===== src/rtl/adjust_controller_if.sv =====
// Button/tick inputs and control/alarm outputs of the adjust controller.
// The master side drives the button pulses; the slave side is the controller.
interface adjust_controller_if;
  logic       btn_c;
  logic       btn_u;
  logic       btn_d;
  logic       btn_l;
  logic       btn_r;
  logic       tick_1hz;
  logic       adj_mode;
  logic [1:0] field;
  logic       ch_inc;
  logic       ch_dec;
  logic       cm_inc;
  logic       cm_dec;
  logic [4:0] alarm_hour;
  logic [5:0] alarm_min;
  logic       alarm_armed;

  modport master (
    output btn_c, btn_u, btn_d, btn_l, btn_r, tick_1hz,
    input  adj_mode, field, ch_inc, ch_dec, cm_inc, cm_dec,
    input  alarm_hour, alarm_min, alarm_armed
  );

  modport slave (
    input  btn_c, btn_u, btn_d, btn_l, btn_r, tick_1hz,
    output adj_mode, field, ch_inc, ch_dec, cm_inc, cm_dec,
    output alarm_hour, alarm_min, alarm_armed
  );
endinterface


===== src/rtl/adjust_controller.sv =====
// Clock/alarm adjust-mode FSM: field selection, inc/dec pulses and alarm registers.
// Optional macro AUTO_EXIT_EN adds an inactivity timeout of TIMEOUT_S ticks of tick_1hz.
module adjust_controller #(
  parameter int TIMEOUT_S = 10
) (
  input logic               clk_in,
  input logic               rst,
  adjust_controller_if.slave bus
);

  typedef enum logic [2:0] {
    S_CLOCK  = 3'd0,
    S_ADJ_CH = 3'd1,
    S_ADJ_CM = 3'd2,
    S_ADJ_AH = 3'd3,
    S_ADJ_AM = 3'd4
  } state_t;

  state_t     r_state;
  state_t     w_state_next;
  logic       w_adj_mode;
  logic [1:0] w_field;
  logic       w_timeout;

  // One-hot qualified buttons: only the highest-priority pulse survives.
  logic w_c, w_r, w_l, w_u, w_d;
  assign w_c = bus.btn_c;
  assign w_r = bus.btn_r & ~bus.btn_c;
  assign w_l = bus.btn_l & ~bus.btn_c & ~bus.btn_r;
  assign w_u = bus.btn_u & ~bus.btn_c & ~bus.btn_r & ~bus.btn_l;
  assign w_d = bus.btn_d & ~bus.btn_c & ~bus.btn_r & ~bus.btn_l & ~bus.btn_u;

  logic       r_ch_inc, r_ch_dec, r_cm_inc, r_cm_dec;
  logic [4:0] r_alarm_hour;
  logic [5:0] r_alarm_min;
  logic       r_alarm_armed;

  always_ff @(posedge clk_in) begin
    if (rst) begin
      r_state <= S_CLOCK;
    end else begin
      r_state <= w_state_next;
    end
  end

  always_comb begin
    w_state_next = r_state;
    case (r_state)
      S_CLOCK:  if (w_c) w_state_next = S_ADJ_CH;
      S_ADJ_CH: begin
        if (w_c)      w_state_next = S_CLOCK;
        else if (w_r) w_state_next = S_ADJ_CM;
        else if (w_l) w_state_next = S_ADJ_AM;
      end
      S_ADJ_CM: begin
        if (w_c)      w_state_next = S_CLOCK;
        else if (w_r) w_state_next = S_ADJ_AH;
        else if (w_l) w_state_next = S_ADJ_CH;
      end
      S_ADJ_AH: begin
        if (w_c)      w_state_next = S_CLOCK;
        else if (w_r) w_state_next = S_ADJ_AM;
        else if (w_l) w_state_next = S_ADJ_CM;
      end
      S_ADJ_AM: begin
        if (w_c)      w_state_next = S_CLOCK;
        else if (w_r) w_state_next = S_ADJ_CH;
        else if (w_l) w_state_next = S_ADJ_AH;
      end
      default:        w_state_next = S_CLOCK;
    endcase
    if (w_timeout) w_state_next = S_CLOCK;
  end

  always_comb begin
    w_adj_mode = 1'b0;
    w_field    = 2'd0;
    case (r_state)
      S_ADJ_CH: begin w_adj_mode = 1'b1; w_field = 2'd0; end
      S_ADJ_CM: begin w_adj_mode = 1'b1; w_field = 2'd1; end
      S_ADJ_AH: begin w_adj_mode = 1'b1; w_field = 2'd2; end
      S_ADJ_AM: begin w_adj_mode = 1'b1; w_field = 2'd3; end
      default:  begin w_adj_mode = 1'b0; w_field = 2'd0; end
    endcase
  end

  // u/d are qualified only when no c/r/l is present, so a field move never
  // coincides with an inc/dec pulse or alarm change.
  always_ff @(posedge clk_in) begin
    if (rst) begin
      r_ch_inc      <= 1'b0;
      r_ch_dec      <= 1'b0;
      r_cm_inc      <= 1'b0;
      r_cm_dec      <= 1'b0;
      r_alarm_hour  <= 5'd0;
      r_alarm_min   <= 6'd0;
      r_alarm_armed <= 1'b0;
    end else begin
      r_ch_inc <= (r_state == S_ADJ_CH) & w_u;
      r_ch_dec <= (r_state == S_ADJ_CH) & w_d;
      r_cm_inc <= (r_state == S_ADJ_CM) & w_u;
      r_cm_dec <= (r_state == S_ADJ_CM) & w_d;
      if (r_state == S_CLOCK && w_u) r_alarm_armed <= ~r_alarm_armed;
      if (r_state == S_ADJ_AH) begin
        if (w_u)      r_alarm_hour <= (r_alarm_hour == 5'd23) ? 5'd0 : r_alarm_hour + 5'd1;
        else if (w_d) r_alarm_hour <= (r_alarm_hour == 5'd0) ? 5'd23 : r_alarm_hour - 5'd1;
      end
      if (r_state == S_ADJ_AM) begin
        if (w_u)      r_alarm_min <= (r_alarm_min == 6'd59) ? 6'd0 : r_alarm_min + 6'd1;
        else if (w_d) r_alarm_min <= (r_alarm_min == 6'd0) ? 6'd59 : r_alarm_min - 6'd1;
      end
    end
  end

`ifdef AUTO_EXIT_EN
  localparam int CW = (TIMEOUT_S < 2) ? 1 : $clog2(TIMEOUT_S + 1);
  logic [CW-1:0] r_idle_cnt;
  logic          w_any_btn;
  assign w_any_btn = bus.btn_c | bus.btn_u | bus.btn_d | bus.btn_l | bus.btn_r;

  // Timeout fires on the tick that would bring the count to TIMEOUT_S; a button wins.
  assign w_timeout = (r_state != S_CLOCK) && bus.tick_1hz && !w_any_btn &&
                     (r_idle_cnt == CW'(TIMEOUT_S - 1));

  always_ff @(posedge clk_in) begin
    if (rst) begin
      r_idle_cnt <= '0;
    end else if (w_any_btn || w_state_next == S_CLOCK) begin
      r_idle_cnt <= '0;
    end else if (r_state != S_CLOCK && bus.tick_1hz) begin
      r_idle_cnt <= r_idle_cnt + 1'b1;
    end
  end
`else
  logic w_unused_tick;
  assign w_unused_tick = bus.tick_1hz;
  assign w_timeout     = 1'b0;
`endif

  assign bus.adj_mode    = w_adj_mode;
  assign bus.field       = w_field;
  assign bus.ch_inc      = r_ch_inc;
  assign bus.ch_dec      = r_ch_dec;
  assign bus.cm_inc      = r_cm_inc;
  assign bus.cm_dec      = r_cm_dec;
  assign bus.alarm_hour  = r_alarm_hour;
  assign bus.alarm_min   = r_alarm_min;
  assign bus.alarm_armed = r_alarm_armed;

endmodule


===== src/flat_wrapper.sv =====
// flat-port wrapper written by rule: the top's interface ports become plain ports
module adjust_controller_flat 
#(
  parameter int TIMEOUT_S = 10
)
  (clk_in, rst, bus_btn_c, bus_btn_u, bus_btn_d, bus_btn_l, bus_btn_r, bus_tick_1hz, bus_adj_mode, bus_field, bus_ch_inc, bus_ch_dec, bus_cm_inc, bus_cm_dec, bus_alarm_hour, bus_alarm_min, bus_alarm_armed);
  adjust_controller_if bus_i ();
  input logic clk_in;
  input logic rst;
  input wire logic [$bits(bus_i.btn_c)-1:0] bus_btn_c;
  input wire logic [$bits(bus_i.btn_u)-1:0] bus_btn_u;
  input wire logic [$bits(bus_i.btn_d)-1:0] bus_btn_d;
  input wire logic [$bits(bus_i.btn_l)-1:0] bus_btn_l;
  input wire logic [$bits(bus_i.btn_r)-1:0] bus_btn_r;
  input wire logic [$bits(bus_i.tick_1hz)-1:0] bus_tick_1hz;
  output wire logic [$bits(bus_i.adj_mode)-1:0] bus_adj_mode;
  output wire logic [$bits(bus_i.field)-1:0] bus_field;
  output wire logic [$bits(bus_i.ch_inc)-1:0] bus_ch_inc;
  output wire logic [$bits(bus_i.ch_dec)-1:0] bus_ch_dec;
  output wire logic [$bits(bus_i.cm_inc)-1:0] bus_cm_inc;
  output wire logic [$bits(bus_i.cm_dec)-1:0] bus_cm_dec;
  output wire logic [$bits(bus_i.alarm_hour)-1:0] bus_alarm_hour;
  output wire logic [$bits(bus_i.alarm_min)-1:0] bus_alarm_min;
  output wire logic [$bits(bus_i.alarm_armed)-1:0] bus_alarm_armed;
  assign bus_i.btn_c = bus_btn_c;
  assign bus_i.btn_u = bus_btn_u;
  assign bus_i.btn_d = bus_btn_d;
  assign bus_i.btn_l = bus_btn_l;
  assign bus_i.btn_r = bus_btn_r;
  assign bus_i.tick_1hz = bus_tick_1hz;
  assign bus_adj_mode = bus_i.adj_mode;
  assign bus_field = bus_i.field;
  assign bus_ch_inc = bus_i.ch_inc;
  assign bus_ch_dec = bus_i.ch_dec;
  assign bus_cm_inc = bus_i.cm_inc;
  assign bus_cm_dec = bus_i.cm_dec;
  assign bus_alarm_hour = bus_i.alarm_hour;
  assign bus_alarm_min = bus_i.alarm_min;
  assign bus_alarm_armed = bus_i.alarm_armed;
  adjust_controller #(.TIMEOUT_S(TIMEOUT_S)) u_core (.clk_in(clk_in), .rst(rst), .bus(bus_i));
endmodule

===== config.mk =====
export PLATFORM = sky130hd
export DESIGN_NAME = adjust_controller_flat
export DESIGN_NICKNAME = d
export VERILOG_FILES = /design/src/rtl/adjust_controller_if.sv /design/src/rtl/adjust_controller.sv /design/src/flat_wrapper.sv
export SDC_FILE = /design/constraint.sdc
export NUM_CORES = 1
export LEC_CHECK = 0
export BUFFER_PORTS_ARGS = -buffer_cell sky130_fd_sc_hd__buf_2
export CAP_MARGIN = 40
export CORE_AREA = 5 5 55 57
export CTS_CLUSTER_DIAMETER = 50
export DETAILED_ROUTE_END_ITERATION = 12
export DIE_AREA = 0 0 60 62
export PLACE_DENSITY = 0.9
export SYNTH_ARGS = -nofsm -noshare
export SYNTH_HDL_FRONTEND = slang
export SYNTH_SLANG_ARGS = --single-unit

===== constraint.sdc =====
create_clock -name clk_in -period 5 [get_ports clk_in]
set_input_delay 0.25 -clock clk_in [delete_from_list [all_inputs] [get_ports clk_in]]
set_output_delay 0.25 -clock clk_in [all_outputs]
set_load 0.05 [all_outputs]

=== Word level (Yosys, flattened, before mapping) ===
Cells that the tools add are included.

* Equality and inequality tests: 11
* Mux-type cells: 24
* Reductions and logical operators: 9
* Bitwise logic cells: 19
* Add/sub/neg operators: 4

{| class="wikitable"
|+ Operator list
! operator !! count
|-
| 3-bit 2-to-1 mux || 13
|-
| 6-bit 2-to-1 mux || 4
|-
| 5-bit 2-to-1 mux || 4
|-
| 4-bit by 2-bit != test with 1-bit output (second input constant) || 4
|-
| 3-bit case mux with 5 select lines || 1
|-
| 1-bit bitwise AND || 14
|-
| 6-bit by 1-bit adder with 6-bit output (second input constant) || 1
|-
| 3-bit by 2-bit equality test with 1-bit output (second input constant) || 2
|-
| 6-bit equality test (second input constant) || 1
|-
| 6-bit logical NOT || 1
|-
| 2-bit case mux with 3 select lines || 1
|-
| 6-bit by 1-bit subtractor with 6-bit output (second input constant) || 1
|-
| 5-bit by 1-bit adder with 5-bit output (second input constant) || 1
|-
| 5-bit equality test (second input constant) || 1
|-
| 5-bit logical NOT || 1
|-
| 1-bit inverter || 5
|-
| 5-bit AND reduction || 1
|-
| 5-bit by 1-bit subtractor with 5-bit output (second input constant) || 1
|-
| 2-bit AND reduction || 2
|-
| 4-bit OR reduction || 1
|-
| 3-bit by 1-bit equality test with 1-bit output (second input constant) || 1
|-
| 3-bit equality test (second input constant) || 1
|-
| 3-bit logical NOT || 1
|-
| 2-bit != test (second input constant) || 1
|-
| 3 further kinds || 3
|}

* Register bits after elaboration: 19
* Output and inout port bits: 19
* Input port bits: 8
* Logic and storage cells: 75

=== Longest topological paths before layout ===
* Depth in word-level cells: 7
* Mapped depth: 7
* Mapped depth without buffers: 6

=== Least setup slack after synthesis ===
No wires, ideal clock.

* Path kind: reg2reg
* Start point: reg u_core.r_alarm_min[2] (netlist: u_core.bus.alarm_min[2])
* End point: reg u_core.r_alarm_min[5] (netlist: u_core.bus.alarm_min[5])
* Library setup time: 0.101 ns
* Data required time: 4.899 ns
* Clock period less this slack: 1.936 ns
* Stages on the path, launching flop included: 6
* Slack: 3.064 ns
* Arrival time: 1.835 ns
* Buffers on the path: 1
* Cells stage by stage: dfxtp_1 > clkbuf_1 > nand2_1 > or4_1 > a211o_1 > o41ai_1

* Word-level cells in the longest chain between the ends: 4
* Elaborated cells between the ends (all ways): 8
* Classes of those cells: 2 x add/sub; 1 x eq/ne; 4 x mux; 1 x reduce/logical

{| class="wikitable"
|+ Ends and longest elaborated chain
! what !! line !! source
|-
| start, declared || adjust_controller.sv:35 || <nowiki>logic [5:0] r_alarm_min;</nowiki>
|-
| start signal, assigned || adjust_controller.sv:109 || <nowiki>if (w_u) r_alarm_min <= (r_alarm_min == 6'd59) ? 6'd0 : r_alarm_min + 6'd1;</nowiki>
|-
| start signal, assigned || adjust_controller.sv:110 || <nowiki>else if (w_d) r_alarm_min <= (r_alarm_min == 6'd0) ? 6'd59 : r_alarm_min - 6'd1;</nowiki>
|-
| 6-bit by 1-bit subtractor with 6-bit output or 6-bit logical NOT (tied branches) || adjust_controller.sv:110 ||
|-
| 6-bit 2-to-1 mux (2 in series) || adjust_controller.sv:110 ||
|-
| 6-bit 2-to-1 mux * || adjust_controller.sv:109 ||
|}

Mark *: on every way between the ends. The rest lies on a longest branch, timed or not. The select of a mux whose other input is x is not followed.
A chain may end at the register's enable or synchronous reset.

=== Final worst setup path ===
* Start point: in bus_btn_c
* End point: reg u_core.r_alarm_min[5] (netlist: u_core.bus.alarm_min[5])

* Word-level cells in the longest chain between the ends: 7
* Elaborated cells between the ends (all ways): 11
* Classes of those cells: 1 x mux; 8 x bitwise; 2 x reduce/logical

{| class="wikitable"
|+ Ends and longest elaborated chain
! what !! line !! source
|-
| start, declared || flat_wrapper.sv:10 || <nowiki>input wire logic [$bits(bus_i.btn_c)-1:0] bus_btn_c;</nowiki>
|-
| 1-bit inverter * || adjust_controller.sv:30, adjust_controller.sv:31 ||
|-
| 1-bit bitwise AND (4 in series) || adjust_controller.sv:31 || <nowiki>assign w_d = bus.btn_d & ~bus.btn_c & ~bus.btn_r & ~bus.btn_l & ~bus.btn_u;</nowiki>
|-
| 2-bit nonzero test (no line) || - ||
|-
| 2-bit AND reduction (no line) || - ||
|}

Mark *: on every way between the ends. The rest lies on a longest branch, timed or not.

==> results.sh <==
export IMPL_outcome="completed"
export IMPL_skew_ps=5.82
export IMPL_required_ps=5200
export IMPL_synth_edf_count=0
export IMPL_chipHeight_um=62
export IMPL_utilization_pct=60.5
export IMPL_cts_root_buf="clkbuf_4"
export IMPL_crit_type="primary input to flop"
export IMPL_power_density_nw_per_um2=181
export IMPL_clock_fmax_mhz=508
export IMPL_hpwl_um=2180
export IMPL_ir_drop_mv=0.133
export IMPL_min_period_over_period_pct=39.4
export IMPL_cts_sinks=19
export IMPL_slew_violations=0
export IMPL_fp_dieArea_um2=3720
export IMPL_io_buffers=25
export IMPL_diodes=0
export IMPL_place_congestion=0.853
export IMPL_synth_cell_types=45
export IMPL_grt_max_degree=21
export IMPL_crit_path_top_delay_cell="or4b_1"
export IMPL_hp_class="primary input to flop"
export IMPL_nFillCells=218
export IMPL_htreeDepth=1
export IMPL_hold_viol_final=0
export IMPL_place_inst=211
export IMPL_grt_usage_pct=17.8
export IMPL_cts_hold_repair_buffers=0
export IMPL_cts_buffers=3
export IMPL_dieWidth_um=60
export IMPL_ys_ff_latch=19
export IMPL_worst_pin_slew_ps=520
export IMPL_drc=0
export IMPL_io_pins=27
export IMPL_yosys_warnings=0
export IMPL_crit_chain="buf_2 -> or4b_1 -> or4_1 -> a211o_1 -> o41ai_1"
export IMPL_regArea_um2=380
export IMPL_start_kind="primary input"
export IMPL_start_util_pct=55.0
export IMPL_finalPower_w=0.000266
export IMPL_nNetsFinal=199
export IMPL_async_flop_share_pct=0
export IMPL_synth_avg_cell_area_um2=7.88
export IMPL_rsz0062_at_grt="no"
export IMPL_cts_tree="built"
export IMPL_dr_total_vias=1346
export IMPL_setup_tns_ps=0
export IMPL_clk_path_buf_depth=2
export IMPL_leakagePower_nw=0.577
export IMPL_grt_pass1_wl_um=5220
export IMPL_critical_path_max_stage_delay_ps=800
export IMPL_antenna_left=0
export IMPL_critPathCaptureType="flop"
export IMPL_drt_total_wl_um=3060
export IMPL_clock_latency_ps=290
export IMPL_cts_setup_buffers=0
export IMPL_final_cells=215
export IMPL_antenna_found_initial=0
export IMPL_cp_max_fo=15
export IMPL_syn_to_final_growth_pct=9.91
export IMPL_cap_violations=0
export IMPL_first_pass_iters=4
export IMPL_finalSetupViolations=0
export IMPL_drt_initial_drc_count=56
export IMPL_multi_input_area_um2=863
export IMPL_via_per_inst=6.26
export IMPL_netlist_area_um2=1340
export IMPL_layout_drive_gt1_share_pct=17.8
export IMPL_final_min_clock_period_ps=1970
export IMPL_yosysSeqAreaShare_pct=28.4
export IMPL_core_area_um2=2430
export IMPL_post_drt_wl_per_cell_um=14.2
export IMPL_syn_inst=170
export IMPL_overflow=0
export IMPL_maxSlewHeadroom_pct=65.1
export IMPL_ctsResizeCount=0
export IMPL_path_clk_slew_ps=120
export IMPL_cp_arrival_ps=2170
export IMPL_num_rows=18
export IMPL_grt_pass1_vias=1253
export IMPL_syn_nets=183
export IMPL_synth_ff_type="dfxtp_1"
## state kept, by name, indices dropped and copies added, names as in the netlist
register / count
u_core.bus.cm_dec: 1
u_core.bus.cm_inc: 1
u_core.r_state: 3
u_core.bus.alarm_hour: 5
u_core.bus.alarm_armed: 1
u_core.bus.alarm_min: 6
u_core.bus.ch_inc: 1
u_core.bus.ch_dec: 1
## critical path: cells and delay by family
kind	cells	cell delay (ps)
AND/OR/NAND/NOR	2	1400
buffers and inverters	1	150
AO/OA/AOI/OAI	2	350
## per-stage QoR
step           hold slack (ps)  cell area, um2  setup slack [ps]
2_1_floorplan              434            1340              3060
4_1_cts                    233            1470              3040
3_3_place_gp               500            1440              2770
3_5_place_dp               509            1440              2740
6_report                   237            1470              3030
5_1_grt                    251            1470              2960
## worst paths after layout
path                            depth (start not counted)  slack (ps)              startpoint                 endpoint
worst min register to register                          2         530  u_core.bus.alarm_armed   u_core.bus.alarm_armed
worst max register to register                          4        3130       u_core.r_state[0]  u_core.bus.alarm_min[0]
worst max-delay path                                    5        3030               bus_btn_c  u_core.bus.alarm_min[5]
worst min-delay path                                    2         240               bus_btn_c        u_core.r_state[1]
## placed cells by master (no fill, tap or decap), drive strengths merged, types with 3 or more instances in the layout
| cell type | count |
|---|---|
| buf | 26 |
| dfxtp | 19 |
| a21oi | 11 |
| nor2 | 10 |
| nand2 | 9 |
| nor3 | 9 |
| inv | 8 |
| or3 | 8 |
| o21ai | 8 |
| nand2b | 6 |
| ha | 5 |
| xnor2 | 4 |
| a211oi | 4 |
| nor4 | 4 |
| nand3 | 4 |
| a211o | 4 |
| nor4b | 4 |
| nand3b | 3 |
| mux2i | 3 |
| clkbuf | 3 |
## final cells by class
cell class                 instances  share of cell area (%)
multi-input combinational        128                    58.7
sequential                        19                    25.9
clock buffer                       3                    1.53
clock inverter                     1                   0.340
tap                               30                    2.55
inverter                           8                    2.04
timing repair buffer              26                    9.01
## layer usage
metal / GRT usage (%) / wire length [um]
met1: 22.4 / 1420
met5: 0 / 0
met3: 3.51 / 202
met4: 6.65 / 19
met2: 30.1 / 1420
## synth_stat cells, types with 3 or more instances
master    count  area, um2
or3_1         8       50.1
ha_1          5       62.6
nor3_1        9       45.0
clkbuf_1     12       45.0
a21oi_1      11       55.1
nand3_1       4       20.0
nor4_1        4       25.0
dfxtp_1      19        380
xnor2_1       4       35.0
nor2_1       10       37.5
nand3b_1      3       22.5
a211oi_1      4       30.0
nand2b_1      6       37.5
a211o_1       4       35.0
nor4b_1       3       26.3
mux2i_1       3       30.0
nand2_1       9       33.8
o21ai_0       8       40.0
inv_1         8       30.0
## kinds of logic (layout without fill, tap and decap cells)
family,count (synthesis),count (layout),synth area share (%)
adders and majority gates,5,5,4.67
AOI/OAI and AO/OA,47,47,24.5
muxes,3,3,2.24
DFF,19,19,28.4
xor gates and xnor gates,4,4,2.62
buffers and inverters,23,38,7.10
and+or+nand+nor,69,69,30.5
## where the power goes
part           leakage (nW)  switching (W)  internal [W]
clock network        0.0177      0.0000496     0.0000297
registers             0.153     0.00000277      0.000153
logic                 0.406      0.0000206     0.0000105
total                 0.577      0.0000729      0.000193
No activity file was read; power rests on OpenSTA's default activity.
